`config.mk`:
```
export PLATFORM = sky130hd
export DESIGN_NAME = fifo_rd_packer_flat
export DESIGN_NICKNAME = d
export VERILOG_FILES = /design/src/rtl/fifo_rd_packer_if.sv /design/src/rtl/fifo_rd_packer.sv /design/src/flat_wrapper.sv
export SDC_FILE = /design/constraint.sdc
export NUM_CORES = 1
export LEC_CHECK = 0
export BUFFER_PORTS_ARGS = -buffer_cell sky130_fd_sc_hd__clkbuf_2
export CELL_PAD_IN_SITES_DETAIL_PLACEMENT = 0
export CELL_PAD_IN_SITES_GLOBAL_PLACEMENT = 1
export CORE_ASPECT_RATIO = 0.9
export CORE_UTILIZATION = 35
export CTS_CLUSTER_SIZE = 25
export DETAILED_ROUTE_END_ITERATION = 10
export GPL_TIMING_DRIVEN = 1
export HOLD_SLACK_MARGIN = 0.03
export PLACE_DENSITY_LB_ADDON = 0.1
export SETUP_SLACK_MARGIN = 0.15
export SLEW_MARGIN = 30
export SYNTH_ARGS = -nofsm -noshare
export SYNTH_HDL_FRONTEND = slang
export SYNTH_SLANG_ARGS = --single-unit
```
`constraint.sdc`:
```
create_clock -name clk -period 2.4 [get_ports clk]
set_input_delay 0.12 -clock clk [delete_from_list [all_inputs] [get_ports clk]]
set_output_delay 0.12 -clock clk [all_outputs]
set_load 0.005 [all_outputs]
```
`src/rtl/fifo_rd_packer_if.sv`:
```
// Bundle between the packer, the async FIFO read port and the downstream
// packed-word consumer. The packer holds the master modport.
interface fifo_rd_packer_if #(
  parameter int DATA_WIDTH = 8,
  parameter int PACK       = 4
);
  logic                         fifo_rd_en;
  logic [DATA_WIDTH-1:0]        fifo_rd_data;
  logic                         fifo_empty;
  logic [PACK*DATA_WIDTH-1:0]   out_data;
  logic [$clog2(PACK):0]        out_beats;
  logic                         out_valid;
  logic                         out_ready;

  // Output stream: a word transfers on any clock edge where out_valid and
  // out_ready are both high; once raised, out_valid, out_data and out_beats
  // stay stable until that transfer, and out_ready is ignored while
  // out_valid is low.
  modport master (
    output fifo_rd_en, out_data, out_beats, out_valid,
    input  fifo_rd_data, fifo_empty, out_ready
  );

  modport slave (
    input  fifo_rd_en, out_data, out_beats, out_valid,
    output fifo_rd_data, fifo_empty, out_ready
  );
endinterface

```
`src/rtl/fifo_rd_packer.sv`:
```
// Pops FIFO words and packs PACK of them LSB-first into one output word.
// Optional partial-word flush on idle timeout: define FIFO_PACK_TIMEOUT_EN.
module fifo_rd_packer #(
  parameter int DATA_WIDTH = 8,
  parameter int PACK       = 4,
  parameter int TIMEOUT    = 16
) (
  input  logic              clk,
  input  logic              rst,
  fifo_rd_packer_if.master  bus,
  output logic [1:0]        dbg_state_o
);
  localparam int CW = $clog2(PACK) + 1;
  localparam int LW = $clog2(PACK);

  typedef enum logic [1:0] {IDLE = 2'd0, FILL = 2'd1, OUT = 2'd2} state_e;

  state_e                     state_q, state_d;
  logic [CW-1:0]              cnt_q, cnt_d;
  logic                       pend_q, pend_d;
  logic [PACK*DATA_WIDTH-1:0] data_q, data_d;
  logic [LW-1:0]              lane;
  logic                       pop;

`ifdef FIFO_PACK_TIMEOUT_EN
  localparam int IW = $clog2(TIMEOUT + 1);
  logic [IW-1:0] idle_q, idle_d;
`endif

  // Gated by rst so no pop is issued while the block is held in reset.
  assign pop = rst && !bus.fifo_empty && (state_q != OUT) &&
               ((int'(cnt_q) + int'(pend_q)) < PACK);
  assign lane = cnt_q[LW-1:0];

  always_comb begin
    state_d = state_q;
    cnt_d   = cnt_q;
    data_d  = data_q;
    pend_d  = pop;
    if (pend_q) begin
      data_d[lane*DATA_WIDTH +: DATA_WIDTH] = bus.fifo_rd_data;
      cnt_d = cnt_q + CW'(1);
    end
    case (state_q)
      IDLE: if (pop) state_d = FILL;
      FILL: begin
        if (pend_q && cnt_q == CW'(PACK - 1)) state_d = OUT;
`ifdef FIFO_PACK_TIMEOUT_EN
        else if (!pend_q && cnt_q != '0 && bus.fifo_empty &&
                 idle_q == IW'(TIMEOUT - 1)) state_d = OUT;
`endif
      end
      OUT: begin
        if (bus.out_ready) begin
          state_d = IDLE;
          cnt_d   = '0;
          data_d  = '0;
        end
      end
      default: state_d = IDLE;
    endcase
  end

`ifdef FIFO_PACK_TIMEOUT_EN
  // Counts consecutive capture-free cycles spent in FILL; saturates.
  always_comb begin
    idle_d = idle_q;
    if (state_q != FILL || state_d != FILL || pend_q) idle_d = '0;
    else if (idle_q != IW'(TIMEOUT)) idle_d = idle_q + IW'(1);
  end
`endif

  always_ff @(posedge clk or negedge rst) begin
    if (!rst) begin
      state_q <= IDLE;
      cnt_q   <= '0;
      pend_q  <= 1'b0;
      data_q  <= '0;
`ifdef FIFO_PACK_TIMEOUT_EN
      idle_q  <= '0;
`endif
    end else begin
      state_q <= state_d;
      cnt_q   <= cnt_d;
      pend_q  <= pend_d;
      data_q  <= data_d;
`ifdef FIFO_PACK_TIMEOUT_EN
      idle_q  <= idle_d;
`endif
    end
  end

  assign bus.fifo_rd_en = pop;
  assign bus.out_valid  = (state_q == OUT);
  assign bus.out_beats  = (state_q == OUT) ? cnt_q : '0;
  assign bus.out_data   = data_q;
  assign dbg_state_o    = state_q;
endmodule

```
`src/flat_wrapper.sv`:
```
// flat-port wrapper written by rule: the top's interface ports become plain ports
module fifo_rd_packer_flat 
#(
  parameter int DATA_WIDTH = 8,
  parameter int PACK       = 4,
  parameter int TIMEOUT    = 16
)
  (clk, rst, dbg_state_o, bus_fifo_rd_en, bus_out_data, bus_out_beats, bus_out_valid, bus_fifo_rd_data, bus_fifo_empty, bus_out_ready);
  fifo_rd_packer_if #(.DATA_WIDTH(DATA_WIDTH), .PACK(PACK)) bus_i ();
  input  logic clk;
  input  logic rst;
  output logic [1:0] dbg_state_o;
  output wire logic [$bits(bus_i.fifo_rd_en)-1:0] bus_fifo_rd_en;
  output wire logic [$bits(bus_i.out_data)-1:0] bus_out_data;
  output wire logic [$bits(bus_i.out_beats)-1:0] bus_out_beats;
  output wire logic [$bits(bus_i.out_valid)-1:0] bus_out_valid;
  input wire logic [$bits(bus_i.fifo_rd_data)-1:0] bus_fifo_rd_data;
  input wire logic [$bits(bus_i.fifo_empty)-1:0] bus_fifo_empty;
  input wire logic [$bits(bus_i.out_ready)-1:0] bus_out_ready;
  assign bus_fifo_rd_en = bus_i.fifo_rd_en;
  assign bus_out_data = bus_i.out_data;
  assign bus_out_beats = bus_i.out_beats;
  assign bus_out_valid = bus_i.out_valid;
  assign bus_i.fifo_rd_data = bus_fifo_rd_data;
  assign bus_i.fifo_empty = bus_fifo_empty;
  assign bus_i.out_ready = bus_out_ready;
  fifo_rd_packer #(.DATA_WIDTH(DATA_WIDTH), .PACK(PACK), .TIMEOUT(TIMEOUT)) u_core (.clk(clk), .rst(rst), .bus(bus_i), .dbg_state_o(dbg_state_o));
endmodule
```
Yosys cells after proc, flatten, opt, wreduce, memory -nomap -nowiden:

Cells that the tools add are included.

* flip-flop bits (word level): 38
* bits of input ports: 12

* add/sub/neg operators: 3
* $lt $le $gt $ge: 1
* eq/ne operators: 7
* shift operators: 2
* mux-type cells: 12
* reduce and logical (&&, ||, !) cells: 7

Operators with widths (number)
* $mux W32: 3
* $neg A5 Y34: 1
* $shift A8 B34 Y32 const A: 1
* $shiftx A8 B34 Y32: 1
* $bwmux W32: 1
* $lt A32 B4 Y1 const B: 1
* $mux W3: 4
* $mux W2: 3
* $ne A2 B1 Y1 const B: 3
* $pmux W2 S3: 1
* $add A3 B1 Y4: 1
* $logic_and A1 B1 Y1: 4
* $add A3 B1 Y3 const B: 1
* $eq A3 B2 Y1 const B: 1
* $reduce_and A3 Y1: 1
* $eq A2 B1 Y1 const B: 1
* $eq A2 B2 Y1 const B: 1
* $logic_not A2 Y1: 1
* $ne A2 B2 Y1 const B: 1
* $logic_not A1 Y1: 1

Logic depth before layout (Yosys ltp):

* depth after elaboration: 6
* depth in mapped cells: 7
* depth with buffers taken out: 5

Least setup slack after synthesis:

Ideal clock, no wire load.

* path kind: register -> register
* start: register u_core.cnt_q[0]
* end: register u_core.data_q[0] (netlist: u_core.bus.out_data[0])
* setup time: 0.077 ns
* arrival: 1.501 ns
* required time: 2.323 ns
* setup slack: 0.822 ns
* stages on the path, launching flop included: 6
* buffers on the path: 0
* period minus slack after synthesis: 1.578 ns
* cells stage by stage: dfrtp_1 inv_1 ha_1 nor3b_2 nand4_1 a21oi_1

* cells in the longest elaborated chain, start to end: 6
* elaborated cells on any way between the ends: 7

RTL lines
* start, declared: RTL line fifo_rd_packer.sv:19 `logic [CW-1:0] cnt_q, cnt_d;`
* start signal, assigned: RTL line fifo_rd_packer.sv:84 `cnt_q <= cnt_d;`
* $neg A5 Y34 *: RTL line fifo_rd_packer.sv:41 `data_d[lane*DATA_WIDTH +: DATA_WIDTH] = bus.fifo_rd_data;`
* $shiftx A8 B34 Y32 or $shift A8 B34 Y32 (tied branches): RTL line fifo_rd_packer.sv:41
* $bwmux W32 *: RTL line fifo_rd_packer.sv:41
* $mux W32 *: RTL line fifo_rd_packer.sv:40 `if (pend_q) begin`
* $mux W32: RTL line fifo_rd_packer.sv:54 `if (bus.out_ready) begin`
* $mux W32 *: RTL line fifo_rd_packer.sv:44 `case (state_q)`
* via u_core.data_d[0]: RTL line fifo_rd_packer.sv:21 `logic [PACK*DATA_WIDTH-1:0] data_q, data_d;`
* end signal, assigned: RTL line fifo_rd_packer.sv:86 `data_q <= data_d;`
* end, declared: RTL line fifo_rd_packer.sv:21

Mark *: on every way through the listed nets, which the timed path passes. The rest lies on a longest branch.
A chain may end at the register's enable or synchronous reset.

Final worst setup path:

Ends and elaborated chain as after synthesis.

==> metrics.md <==
| Metric | Value |
|---|---|
| Worst skew pair latency | 0.28 ns |
| Syn Area/Cell | 9.953 sq um |
| Slew @ Worst Pin | 0.6004 ns |
| # IOs | about 50 |
| Layout area overhead | 22.03% |
| Minimum clock period | ~2 ns |
| Cell taking the most area after synthesis | dfrtp_1 |
| Detailed Routing Iterations Pass 1 | 4 |
| Syn. warnings | 0 |
| Worst Path Class, Setup | flop to flop |
| Fillers | 488 |
| Maxcap violations | 0 |
| Gate Count Post-Synth | 178 |
| FF+latch count, synth | 38 |
| Gpl congestion | 0.7730 |
| Die height | 69.50 um |
| Hold Vio Cnt, Final | 0 |
| Area taken by multi-input logic gates | 725.7 sq um |
| Final Power | ~2.4 mW |
| Register share of total power | 43.8% |
| Crit-path max FO | 12 |
| P_sw | 0.8374 mW |
| Power Density | 1094 nW/um^2 |
| Register area | about 950 sq um |
| Root buffer cell | clkbuf_8 |
| Grt ovf | 0 |
| Worst Path Arrival | 2.20 ns |
| GRT Total Usage | 19.29% |
| Vias/cell | ~5.2 |
| Net Count, Synth | 198 |
| Drt initial violations | between 80 and 90 |
| Final instance area | roughly 2200 sq um |
| Status | complete, no violations |
| Clk buf depth | 2 |
| Num rows | 24 |
| Synthesized area | ~1800 sq um |
| Core ar. | 4865 sq um |
| Crit end category | flop |
| First-pass GRT wire length | a little under 8 mm |
| Max-slew headroom | 59.85% |
| Final period utilization | 82.81% |
| Clock power frac | 22.4% |
| Comb power frac | 33.8% |
| Vias in the first global route | ~1.5k |
| Wire per inst | 15.84 um |
| Leakage power | 1.085 nW |
| Die width | 77.00 um |
| CTS buffer count | 5 |
| Clock sink total | 38 |
| Switching Share | 35.41% |
| Clk pin slew, worst setup/hold paths | around 0.070 ns |
| Initial core utilization | a little over a third |
| Largest net degree at the start of global routing | 27 |
| Final setup fails | 0 |
| F_max | 503.2 MHz |
| DRC violations left | 0 |
| Pre-CTS WS | 0.3412 ns |
| Die Footprint | roughly 5400 sq um |
| Worst hold slack | 0.05843 ns |
| Area post-placement | 2046 sq um |
| Data required time of the critical path | 2.61 ns |
| Internal Power | 1.527 mW |
| Worst VDD drop | 0.5124 mV |
| Total Neg Setup Slack | 0 ns |
| Top-area cell type share of the netlist area | a little over half |
| RSZ-0062 raised after global routing | false |
| TritonCTS clock tree | built |
| H-tree levels | 2 |
| Routed Antenna Nets | 0 |
| Final net count | 247 |
| Slew Limit Fails | 0 |
| Share of cells above drive strength 1 | roughly 28% |
| DP Wirelength | 3.318 mm |
| Fin Clk Skew | 0.002642 ns |
| Total number of vias | between 1.5k and 2k |
| Setup WS post-layout | 0.4126 ns |
| Reg-to-reg slack, setup | 0.41 ns |
| Post-synthesis sequential area ratio | 53.67% |
| Final WL | 4.641 mm |
| Ant. Diodes | 0 |
| Netlist cell types | 26 |
| Initial antenna violation count | 0 |
| Setup Fix Bufs, Post-CTS | 0 |
| Leading post-synthesis cells by cell area | dfrtp_1 54%, nand2_1 6.1%, nand4_1 6.0% |
| Hold crit path type | input port to flop |
| Port bufs | 50 |
| Startpoint Class | flop |
==> critical path, stage by stage (launching register included) <==
cell	delay, ns
dfrtp_1	0.47
inv_1	0.15
ha_1	0.47
nor3b_2	0.48
nand4_1	0.16
a21oi_1	0.18
==> kinds of logic after synthesis <==
kind of cell | after synthesis | share of synthesized area (%)
AO/OA/AOI/OAI | 36 | 12.29
adder cells (fa/ha/maj) | 8 | 5.650
buffers and inverters | 16 | 5.367
flip-flops | 38 | 53.67
multiplexers | 1 | 0.5650
AND/OR/NAND/NOR | 79 | 22.46
==> per-stage QoR <==
step | instances | utilization (%)
5_1_grt | 293 | 44.44
4_1_cts | 293 | 44.44
3_3_place_gp | 284 | 42.05
3_5_place_dp | 284 | 42.05
6_report | 293 | 44.44
2_1_floorplan | 178 | -
==> sequential cells by signal, indices dropped and copies added (netlist names) <==
name	flops
u_core.bus.out_data	32
u_core.cnt_q	3
u_core.dbg_state_o	2
u_core.pend_q	1
==> cells in the mapped netlist <==
library cell	instances
a211oi_1	1
a21oi_1	16
a311oi_1	1
a31oi_1	1
a32oi_1	8
and2_1	2
and4bb_1	1
buf_2	7
buf_6	2
buf_8	1
clkbuf_1	2
dfrtp_1	38
ha_1	8
inv_1	4
mux2i_1	1
nand2_1	29
nand3_1	9
nand3b_1	1
nand4_1	17
nand4b_1	1
nor2_1	15
nor2b_1	1
nor2b_2	1
nor3b_2	2
o21ai_0	1
o21ai_1	8
==> path summary, 6_finish.rpt <==
check | startpoint | to | depth (start not counted)
setup / recovery | u_core.cnt_q[0] | u_core.bus.out_data[0] | 5
hold / removal | bus_out_ready | u_core.dbg_state_o[1] | 2
setup reg to reg | u_core.cnt_q[0] | u_core.bus.out_data[0] | 5
hold reg to reg | u_core.dbg_state_o[1] | u_core.dbg_state_o[0] | 1
max in group asynchronous | rst | u_core.bus.out_data[5] | 3
min in group asynchronous | rst | u_core.dbg_state_o[0] | 2
==> cell usage in the layout, fill, tap and decap left out, types with 2 or more instances in the layout <==
cell / n
dfrtp_1: 38
a21oi_1: 16
nand3_1: 9
nand2_1: 29
nand4_1: 17
clkbuf_2: 50
buf_4: 3
and2_1: 2
a32oi_1: 8
clkbuf_8: 5
nor2_1: 15
o21ai_1: 8
clkbuf_1: 2
inv_1: 4
nor3b_2: 2
ha_1: 8
==> power groups by stage <==
stage / Combinational [mW] / Sequential, mW / Clock, mW
after floorplan: 0.469 / 1.04 / 0
after global placement: 0.790 / 1.04 / 0
after detailed placement: 0.803 / 1.05 / 0
after CTS: 0.811 / 1.04 / 0.542
after global routing: 0.907 / 1.07 / 0.570
final: 0.799 / 1.03 / 0.530
==> timing repair <==
item                                    in CTS  in global routing
endpoints found under the setup margin       0                  1
endpoints found under the hold margin       19                  0
hold buffers                                 1                  0
resized for setup                            0                  1
==> routing by layer <==
layer | vias to the layer above | global-route usage (%) | wire, um
met1 | 738 | 26.13 | 2129
met4 | 0 | 5.660 | 58
met5 | - | 0 | 0
met3 | 8 | 5.000 | 260
met2 | 44 | 30.46 | 2193
li1 | 726 | - | -
==> area by class of cell <==
cell class,count,area share (%)
Sequential cell,38,43.98
Multi-Input combinational cell,124,33.56
Timing Repair Buffer,54,13.08
Tap cell,65,3.762
Clock buffer,7,3.530
Clock inverter,1,1.389
Inverter,4,0.6944
Power figures use the tool's default switching activity.
